**src/rtl/dqn_action_select.sv**
```systemverilog
// Serial Q-value arg-max / epsilon-greedy action selector.
// Optional feature macro: EPS_GREEDY_EN (LFSR-driven exploration in act mode).
module dqn_action_select #(
    parameter int W     = 16,
    parameter int N_ACT = 4,
    parameter int IDX_W = 2
) (
    input  logic             clk,
    input  logic             rst,
    input  logic             start,
    input  logic             mode,
    input  logic             q_valid,
    input  logic [W-1:0]     q_data,
    output logic             q_ready,
    input  logic [15:0]      eps,
    output logic             busy,
    output logic             done,
    output logic [IDX_W-1:0] action,
    output logic [W-1:0]     max_q,
    output logic             explored
);

    typedef enum logic [1:0] {IDLE, SCAN, RESOLVE, DONE} state_t;

    state_t           state, state_nx;
    logic [IDX_W-1:0] cnt;
    logic [W-1:0]     best_q;
    logic [IDX_W-1:0] best_idx;
    logic             mode_q;
    logic             hs;
    logic             last;
    logic             explore;
    logic [IDX_W-1:0] rand_idx;

    // A sample is consumed only on q_valid && q_ready; q_ready is high only in SCAN.
    assign hs   = q_valid && q_ready;
    assign last = (cnt == IDX_W'(N_ACT - 1));

    always_ff @(posedge clk or posedge rst) begin
        if (rst) state <= IDLE;
        else     state <= state_nx;
    end

    always_comb begin
        state_nx = state;
        q_ready  = 1'b0;
        busy     = 1'b1;
        case (state)
            IDLE: begin
                busy = 1'b0;
                if (start) state_nx = SCAN;
            end
            SCAN: begin
                q_ready = 1'b1;
                if (hs && last) state_nx = RESOLVE;
            end
            RESOLVE: state_nx = DONE;
            DONE:    state_nx = IDLE;
            default: state_nx = IDLE;
        endcase
    end

    // done is registered from DONE so the strobe lands in the first IDLE cycle.
    always_ff @(posedge clk or posedge rst) begin
        if (rst) begin
            cnt      <= '0;
            best_q   <= '0;
            best_idx <= '0;
            mode_q   <= 1'b0;
            done     <= 1'b0;
            action   <= '0;
            max_q    <= '0;
            explored <= 1'b0;
        end else begin
            done <= (state == DONE);
            case (state)
                IDLE: begin
                    if (start) begin
                        cnt    <= '0;
                        mode_q <= mode;
                    end
                end
                SCAN: begin
                    if (hs) begin
                        if (cnt == '0 || $signed(q_data) > $signed(best_q)) begin
                            best_q   <= q_data;
                            best_idx <= cnt;
                        end
                        if (!last) cnt <= cnt + 1'b1;
                    end
                end
                RESOLVE: begin
                    max_q    <= best_q;
                    action   <= explore ? rand_idx : best_idx;
                    explored <= explore;
                end
                default: ;
            endcase
        end
    end

`ifdef EPS_GREEDY_EN
    logic [15:0]    lfsr;
    logic [IDX_W:0] r_ext;

    // Galois LFSR, x^16+x^14+x^13+x^11+1; free-running, never reaches zero.
    always_ff @(posedge clk or posedge rst) begin
        if (rst) lfsr <= 16'hACE1;
        else     lfsr <= (lfsr >> 1) ^ (lfsr[0] ? 16'hB400 : 16'h0000);
    end

    assign r_ext    = {1'b0, lfsr[IDX_W-1:0]};
    assign rand_idx = (r_ext >= (IDX_W+1)'(N_ACT)) ? IDX_W'(r_ext - (IDX_W+1)'(N_ACT))
                                                   : lfsr[IDX_W-1:0];
    assign explore  = !mode_q && (lfsr <= eps);
`else
    logic unused_cfg;

    assign explore    = 1'b0;
    assign rand_idx   = '0;
    assign unused_cfg = ^{eps, mode_q};
`endif

endmodule

```
**config.mk**
```make
export PLATFORM = sky130hd
export DESIGN_NAME = dqn_action_select
export DESIGN_NICKNAME = d
export VERILOG_FILES = /design/src/rtl/dqn_action_select.sv
export SDC_FILE = /design/constraint.sdc
export NUM_CORES = 1
export LEC_CHECK = 0
export ABC_CLOCK_PERIOD_IN_PS = 2250
export CORE_MARGIN = 5
export CORE_UTILIZATION = 43
export CTS_BUF_LIST = sky130_fd_sc_hd__clkbuf_16
export DETAILED_ROUTE_END_ITERATION = 6
export PLACE_DENSITY = 0.77
export SYNTH_ARGS = -nofsm -noshare
export SYNTH_HDL_FRONTEND = slang
export SYNTH_SLANG_ARGS = --single-unit
```
**constraint.sdc**
```tcl
create_clock -name clk -period 2.25 [get_ports clk]
set_input_delay 0.45 -clock clk [delete_from_list [all_inputs] [get_ports clk]]
set_output_delay 0.45 -clock clk [all_outputs]
set_load 0.05 [all_outputs]
```
# ---- After elaboration in Yosys (flattened, before gate mapping)
# Cells that the tools add are included.
dict set report totals {
  ff_bits 41
  inputBits 37
  out_inout_bits 22
  word_cells 35
}
dict set report classes {
  add_sub_neg 1
  magnitude_cmp 1
  eq_ne 8
  mux 9
  reduce_logical 9
}
# op count
set ops {}
lappend ops {{> comparator 16 bit} 1}
lappend ops {{two-way mux 2 bit} 5}
lappend ops {{!= test 2 bit (second input constant)} 4}
lappend ops {{one-hot mux 2 bit (4 select lines)} 1}
lappend ops {{equality test 2 bit (second input constant)} 3}
lappend ops {{logical NOT 2 bit} 2}
lappend ops {{one-hot mux 2 bit (2 select lines)} 1}
lappend ops {{AND reduction 4 bit} 1}
lappend ops {{AND reduction 3 bit} 1}
lappend ops {{adder 2 x 1 -> 2 bit (second input constant)} 1}
lappend ops {{equality test 2 x 1 -> 1 bit (second input constant)} 1}
lappend ops {{logical AND 1 bit} 2}
lappend ops {{two-way mux 1 bit} 2}
lappend ops {{AND reduction 2 bit} 1}
lappend ops {{nonzero test 2 bit} 1}
lappend ops {{logical OR 1 bit} 1}

# ---- Depth between registers and ports, before layout
# Gate-level depths: netlist of run 1.
dict set report depth {
  word_depth 6
  mapped_depth 9
  depth_no_buf 8
}

# ---- Least setup slack after synthesis of run 1
# Ideal clock, no wire load.
dict set report synth_timing {
  path_kind {input-to-reg}
  from {in q_data[15]}
  to {reg best_idx[0]}
  setup_ps 125
  t_arrival_ps 2318
  t_required_ps 2125
  path_slack_ps -193
  cell_stages 8
  n_path_buf 1
  cell_sequence {ha_1 nand4_1 nor4_2 o21ai_1 a31o_1 a31oi_4 buf_12 mux2_4}
}
dict set report synth_between {
  elab_chain_len 3
}
# item line_no
set synth_lines {}
lappend synth_lines {{start, declared} 13} ;# input logic [W-1:0] q_data,
lappend synth_lines {{> comparator 16 bit} 85} ;# if (cnt == '0 || $signed(q_data) > $signed(best_q)) begin
lappend synth_lines {{logical OR 1 bit} 85}
lappend synth_lines {{AND reduction 3 bit (no source line)} n/a}
lappend synth_lines {{end signal, assigned} 87} ;# best_idx <= cnt;
lappend synth_lines {{end, declared} 28} ;# logic [IDX_W-1:0] best_idx;
# Every way passes these cells.
# A chain may end at the register's enable or synchronous reset.

# ---- Final worst setup path of run 1
dict set report layout_timing {
  from {in q_data[4]}
  to {reg best_q[14]}
}
dict set report layout_between {
  elab_chain_len 3
}
# item line_no
set layout_lines {}
lappend layout_lines {{> comparator 16 bit} 85}
lappend layout_lines {{logical OR 1 bit} 85}
lappend layout_lines {{AND reduction 3 bit (no source line)} n/a}
lappend layout_lines {{end signal, assigned} 86} ;# best_q <= q_data;
lappend layout_lines {{end, declared} 27} ;# logic [W-1:0] best_q;
# Every way passes these cells.

==> impl_metrics.csv, run 1 <==
group,metric,value,unit
cts,cts_sinks,41,
placed_design,routabilityCongestion,0.723,
job,maxCapViolations,0,
global_route,antenna_found_initial,0,
logic_synthesis,synthFlopType,"dfrtp_1",
setup_path,worstSetupStartpoint,"q_data[4]",
global_route,grt_max_degree,42,
min_path,hold_path_end,"max_q[6]$_DFFE_PP0P_",
global_route,grt_usage,15.2,%
setup_path,critPathMaxFanout,5,
sta,max-slew-margin-rel,66.4,%
sta,hold_viol_final,0,
detailed_routing,via_count,1507,
floorplan,die_x,80.5,um
setup_path,cp_slowest_cell,"nor4_4",
floorplan,die-area,0.00648,sq mm
sta,fmax,413,MHz
cts,clkTransAtPathRegs,0.06,ns
sta,drv_slew,0,
floorplan,die_y,80.5,um
final_layout,post_route_cells_drive_above_1_share,37.8,%
placed_design,portBuffers,40,
setup_path,critPathLaunchType,"primary input",
cts,cts_root_buf,"clkbuf_16",
sta,worstMarginPinSlew,0.503,ns
power_and_ir_drop,p_leak,1.49,nW
detailed_routing,firstDrtPassIters,4,
logic_synthesis,synth_common_cells,"dfrtp_1, mux2_2, inv_1",
sta,setup_viol,18,
logic_synthesis,yosys-top-cells-area,"dfrtp_1, mux2_2, ha_1",
final_layout,fillerInstances,373,
setup_path,r2r_setup_slack,-0.16,ns
logic_synthesis,synth_edf_count,0,
outcome,violations,"negative setup slack",
cts,cts_tree,"done",
power_and_ir_drop,ir_drop,0.861,mV
sta,finalCritPeriodShare,108,%
logic_synthesis,synth_seq_area_share,48.0,%
cts,clk_path_buf_depth,2,
global_route,overflow,0,
logic_synthesis,synth_cells,175,
setup_path,crit_type,"in2reg",
logic_synthesis,synth_top_area_share,48.0,%
sta,post-route-min-period,2.42,ns
setup_path,max_stage_delay,0.35,ns
setup_path,critPathTopFamily,"compound AO/OA/AOI/OAI gates",
detailed_routing,wl,4350,um
floorplan,io_pins,59,
logic_synthesis,syn_area_per_cell,12.2,sq um
logic_synthesis,synthArstFlopShare,100,%
setup_path,worstPathCellList,"clkdlybuf4s15_1 > ha_4 > nand4_1 > nor4_4 > o21ai_2 > a31o_1 > a31oi_4 > buf_6 > mux2_4",
detailed_routing,via_per_inst,4.81,
floorplan,coreArea,0.00479,sq mm
outcome,status,"finished, violations left",
detailed_routing,drt-wirelength-per-cell,13.9,um
sta,fin_tns_setup,-2.67,ns
setup_path,path_buf_inv,2,
final_layout,area_growth,45.2,%
final_layout,fin_util,64.9,%
min_path,min_path_cells,1,
floorplan,core.rowCount,25,
global_route,grt_pass1_vias,1630,
cts,cts_hold_buf,0,
final_layout,nets,305,
logic_synthesis,synth_cell_types,25,
cts,cts_buffers,5,
setup_path,ff2ff_path_depth,9,
logic_synthesis,syn_area,0.00214,sq mm
cts,h-tree-depth,2,
cts,clk_latency,0.28,ns
placed_design,dp_hpwl,3060,um
setup_path,r2r_start,"best_q[8]$_DFFE_PP0P_",
logic_synthesis,yosys_warnings,0,
setup_path,arrival,2.58,ns
detailed_routing,drc,0,
logic_synthesis,ys_ff_latch,41,
min_path,hp-class,"reg2reg",
logic_synthesis,syn_nets,234,
global_route,grt_first_pass_wirelength,7510,um
final_layout,antenna_cells,0,
sta,finClkSkew,0.00587,ns
detailed_routing,drtAntennaViolNets,0,
sta,rsz0062_at_grt,"true",
logic_synthesis,yosysTopAreaCell,"dfrtp_1",
floorplan,initial_core_util,44.7,%
min_path,min-delay-start,"max_q[6]$_DFFE_PP0P_",
power_and_ir_drop,power.density,1620,mW/mm^2
detailed_routing,drt_iter0_drc,41,
logic_synthesis,yosys.cell_count.top_type,"dfrtp_1",
setup_path,endpoint_kind,"register",
setup_path,required,2.41,ns
setup_path,r2r-end,"best_q[14]$_DFFE_PP0P_",
sta,fin_ws,-0.172,ns
[stage by stage]
step / instance area, sq um / power [mW] / hold WS [ns] / instances / setup WS [ns]
2_1_floorplan: 2200 / 3.24 / 0.476 / 175 / -0.107
3_3_place_gp: 2810 / 4.07 / 0.489 / 300 / -0.612
3_5_place_dp: 2810 / 4.14 / 0.495 / 300 / -0.726
4_1_cts: 3080 / 5.02 / 0.508 / 311 / -0.114
5_1_grt: 3110 / 5.39 / 0.521 / 313 / -0.285
6_report: 3110 / 5.04 / 0.503 / 313 / -0.172
[worst max-delay path by stage]
| stage | end | slack, ns | depth (start not counted) |
|---|---|---|---|
| 5_1_grt | best_q[14]$_DFFE_PP0P_ | -0.28 | 9 |
| 3_3_place_gp | best_q[14]$_DFFE_PP0P_ | -0.61 | 9 |
| 4_1_cts | best_q[11]$_DFFE_PP0P_ | -0.11 | 10 |
| 2_1_floorplan | best_idx[0]$_DFFE_PP0P_ | -0.11 | 8 |
| 3_5_place_dp | best_q[7]$_DFFE_PP0P_ | -0.73 | 9 |
| 6_report | best_q[14]$_DFFE_PP0P_ | -0.17 | 9 |
[cells in the final DEF (no fill, tap or decap), drive strengths merged, types with 2 or more instances in the layout]
master	netlist	final
dfrtp	41	41
mux2	36	36
buf	2	30
inv	25	26
clkdlybuf4s50	0	25
ha	22	22
nand2	9	9
a21oi	9	9
clkdlybuf4s15	0	8
o21ai	7	7
clkbuf	2	5
dlygate4sd2	0	5
nand4	4	4
nor2	3	3
nor3	3	3
a21o	2	2
o22ai	2	2
[cell families (layout without fill, tap and decap cells)]
kind of cell	count (synthesis)	after routing	synth area share (%)
simple gates	23	23	5.44
mux	36	36	20.7
fa+ha+maj	22	22	12.9
buf+inv	29	100	6.03
flops	41	41	48.0
other cells	1	1	0.175
compound gates	23	23	6.79
[metal layers]
| metal | GRT usage (%) | wire length, um | vias to the layer above | share of wire, % |
|---|---|---|---|---|
| li1 | - | - | 740 | - |
| met5 | 0 | 0 | - | 0 |
| met1 | 18.6 | 1930 | 731 | 44 |
| met3 | 4.26 | 234 | 5 | 5.4 |
| met4 | 6.08 | 36 | 0 | 0.83 |
| met2 | 25.3 | 2150 | 31 | 49 |
[where the power goes]
part | switching, mW | internal, mW | total [mW] | leakage (nW)
combinational | 1.58 | 1.47 | 3.05 | 0.924
sequential | 0.218 | 1.12 | 1.34 | 0.495
clock | 0.259 | 0.396 | 0.655 | 0.0685
total | 2.05 | 2.99 | 5.04 | 1.49
[registers in the layout, indices dropped and copies added (netlist names)]
register  flops
best_q       16
max_q        16
action        2
best_idx      2
cnt           2
state         2
done          1
[repair_timing]
action,CTS,global route
setup endpoints to repair,18,18
resized for setup,47,4
buffers inserted,4,2
pin swaps,18,3
[worst reg2reg max path, stage by stage (launching register included)]
cell and delay, ns:
dfrtp_1 0.35, inv_1 0.07, ha_4 0.26, nand4_1 0.15, nor4_4 0.35, o21ai_2 0.11
a31o_1 0.21, a31oi_4 0.30, buf_6 0.18, mux2_4 0.30
[final cells by class]
class                      instances  area, sq um  area share [%]
clock buffer                       5          125            4.03
clock inverter                     2         7.51           0.242
inverter                          25         93.8            3.02
multi-input combinational        105         1150            37.0
sequential                        41         1030            33.0
tap                               67         83.8            2.70
timing repair buffer              68          621            20.0
No activity file was read; power rests on OpenSTA's default activity.
==> inputs of run 2 (changes only) <==
--- a/config.mk
+++ b/config.mk
@@ -9,8 +9,10 @@
 export CORE_MARGIN = 5
 export CORE_UTILIZATION = 43
 export CTS_BUF_LIST = sky130_fd_sc_hd__clkbuf_16
+export CTS_CLUSTER_DIAMETER = 60
 export DETAILED_ROUTE_END_ITERATION = 6
 export PLACE_DENSITY = 0.77
+export SLEW_MARGIN = 10
 export SYNTH_ARGS = -nofsm -noshare
 export SYNTH_HDL_FRONTEND = slang
 export SYNTH_SLANG_ARGS = --single-unit
==> results of run 2 <==
Same layout as run 1: the final DEF is identical, and so are final timing and power.
==> inputs of run 3 (changes only) <==
--- a/config.mk
+++ b/config.mk
@@ -6,11 +6,14 @@
 export NUM_CORES = 1
 export LEC_CHECK = 0
 export ABC_CLOCK_PERIOD_IN_PS = 2250
+export CELL_PAD_IN_SITES_DETAIL_PLACEMENT = 2
+export CELL_PAD_IN_SITES_GLOBAL_PLACEMENT = 2
 export CORE_MARGIN = 5
-export CORE_UTILIZATION = 43
+export CORE_UTILIZATION = 28
 export CTS_BUF_LIST = sky130_fd_sc_hd__clkbuf_16
 export CTS_CLUSTER_DIAMETER = 60
 export DETAILED_ROUTE_END_ITERATION = 6
+export GPL_TIMING_DRIVEN = 0
 export PLACE_DENSITY = 0.77
 export SLEW_MARGIN = 10
 export SYNTH_ARGS = -nofsm -noshare
==> impl_metrics.csv, run 3 (synthesis gave the netlist of run 1 again) <==
group,metric,value,unit
global_route,grt_max_degree,38,
detailed_routing,drt-wirelength-per-cell,17.3,um
setup_path,crit_top_cell,"buf_12",
setup_path,endpoint_kind,"register",
power_and_ir_drop,seq_power_share,26.1,%
power_and_ir_drop,p_switching,2.19,mW
cts,clk_latency,0.28,ns
power_and_ir_drop,intPower,3.03,mW
setup_path,arrival,2.76,ns
setup_path,crit_type,"reg2reg",
sta,hold_slack,0.366,ns
final_layout,layout_common_cells,"dfrtp_1, clkdlybuf4s50_1, mux2_2, inv_1, buf_4",
cts,cts_tree,"done",
cts,cts_sinks,41,
outcome,status,"finished, violations left",
placed_design,dp_hpwl,3740,um
placed_design,portBuffers,40,
final_layout,nets,305,
sta,setup_viol,18,
sta,finClkSkew,0.00591,ns
global_route,grt_pass1_vias,1879,
setup_path,worstPathCellList,"inv_1 > ha_4 > nand4_1 > nor4_4 > o21ai_2 > buf_4 > nand4_1 > a31oi_4 > buf_12 > buf_12 > buf_12 > mux2_4",
setup_path,critPathMaxFanout,5,
final_layout,top_regs,"best_q (16), max_q (16)",
floorplan,initial_core_util,29.2,%
detailed_routing,wl,5970,um
floorplan,core.rowCount,31,
global_route,antenna_found_initial,0,
sta,fmax,385,MHz
power_and_ir_drop,switching_share,41.9,%
global_route,grt_first_pass_wirelength,9750,um
power_and_ir_drop,clkPwrFrac,13.1,%
outcome,violations,"negative setup slack",
power_and_ir_drop,power.density,1640,mW/mm^2
setup_path,cp_slowest_cell,"dfrtp_1",
setup_path,max_stage_delay,0.38,ns
sta,rsz0062_at_grt,"true",
cts,clk_path_buf_depth,2,
floorplan,die-area,0.00948,sq mm
final_layout,post_route_cells_drive_above_1_share,36.0,%
floorplan,die_x,97.4,um
final_layout,antenna_cells,0,
final_layout,area_growth,48.6,%
min_path,hp-class,"in2async",
detailed_routing,drt_iter0_drc,26,
sta,fin_ws,-0.345,ns
global_route,grt_usage,12.8,%
detailed_routing,firstDrtPassIters,3,
final_layout,fillerInstances,735,
cts,cts_root_buf,"clkbuf_16",
cts,clkTransAtPathRegs,0.06,ns
detailed_routing,via_count,1572,
final_layout,final_common_cell,"dfrtp_1",
sta,fin_tns_setup,-5.12,ns
cts,cts_hold_buf,0,
sta,finalCritPeriodShare,115,%
global_route,overflow,0,
detailed_routing,via_per_inst,4.54,
detailed_routing,drtAntennaViolNets,0,
detailed_routing,drc,0,
cts,h-tree-depth,2,
power_and_ir_drop,p_leak,1.51,nW
sta,max-slew-margin-rel,59.1,%
placed_design,routabilityCongestion,0.662,
power_and_ir_drop,ir_drop,0.929,mV
sta,hold_viol_final,0,
power_and_ir_drop,comb_power_share,60.8,%
sta,drv_slew,0,
floorplan,coreArea,0.00733,sq mm
job,maxCapViolations,0,
setup_path,required,2.42,ns
cts,cts_buffers,5,
floorplan,io_pins,59,
sta,post-route-min-period,2.59,ns
sta,worstMarginPinSlew,0.613,ns
floorplan,die_y,97.4,um
setup_path,critPathLaunchType,"register",
## run 3: cell count changes in the layout (fill, tap and decap cells not counted), moves of 2 or more
cell | previous run | this run
a21oi_1 | 7 | 9
buf_12 | 0 | 5
clkdlybuf4s15_1 | 6 | 4
buf_4 | 25 | 17
clkdlybuf4s50_1 | 25 | 23
dlygate4sd2_1 | 5 | 9
mux2_2 | 18 | 21
a21oi_2 | 2 | 0
inv_1 | 23 | 21
dlymetal6s2s_1 | 0 | 2
mux2_4 | 18 | 15
## run 3: worst max-delay path, delay by kind of cell, from the launching register on
family                   cells  cell delay (ns)
AO/OA/AOI/OAI                2             0.23
flip-flops                   1             0.38
buffers and inverters        5             0.65
AND/OR/NAND/NOR              3             0.66
adder cells (fa/ha/maj)      1             0.27
multiplexers                 1             0.29
## run 3: through the flow
step           setup WS, ns  instances  area [sq um]  total power [mW]  utilization, %
6_report             -0.345        346          3180              5.22            43.3
5_1_grt              -0.482        346          3180              5.59            43.3
4_1_cts              -0.309        343          3120              5.12            42.6
3_5_place_dp         -0.990        315          2750              4.04            37.4
3_3_place_gp         -0.943        314          2730              3.92            37.2
2_1_floorplan        -0.107        175          2200              3.24               -
## run 3: cell type report
| class | instances | area (sq um) | area share, % |
|---|---|---|---|
| buffer | 4 | 36.3 | 1.14 |
| tap | 99 | 124 | 3.90 |
| clock inverter | 3 | 12.5 | 0.394 |
| sequential | 41 | 1030 | 32.3 |
| timing repair buffer | 64 | 642 | 20.2 |
| inverter | 25 | 93.8 | 2.95 |
| multi-input combinational | 105 | 1120 | 35.2 |
| clock buffer | 5 | 125 | 3.94 |
## run 3: path summary, 6_finish.rpt
| check | from | endpoint | cells past startpoint | slack [ns] |
|---|---|---|---|---|
| max | best_q[4]$_DFFE_PP0P_ | best_q[4]$_DFFE_PP0P_ | 12 | -0.34 |
| min | rst | max_q[1]$_DFFE_PP0P_ | 2 | 0.37 |
| max reg2reg | best_q[4]$_DFFE_PP0P_ | best_q[4]$_DFFE_PP0P_ | 12 | -0.34 |
| min reg2reg | max_q[1]$_DFFE_PP0P_ | max_q[1]$_DFFE_PP0P_ | 1 | 0.50 |
| max in group asynchronous | rst | max_q[0]$_DFFE_PP0P_ | 3 | 1.45 |
| min in group clk | q_data[7] | best_q[7]$_DFFE_PP0P_ | 2 | 0.47 |
## run 3: power by group through the flow
stage          Clock, mW  Combinational [mW]  Sequential [mW]
6_report           0.684                3.17             1.36
5_1_grt            0.748                3.42             1.43
4_1_cts            0.705                3.06             1.36
3_5_place_dp           0                2.66             1.38
3_3_place_gp           0                2.57             1.35
2_1_floorplan          0                1.33             1.91
## run 3: layer usage
layer,share of wire (%),track usage (%),up-vias
met1,42,15.2,801
met2,53,22.9,30
met3,3.3,3.59,4
met5,0,0,-
li1,-,-,737
met4,1.0,2.56,0
## run 3: timing repair
action,CTS,global route
gates cloned,1,0
hold endpoints to repair,0,0
pin swaps,17,3
setup buffers,19,8
setup endpoints to repair,29,18
resized for setup,34,17
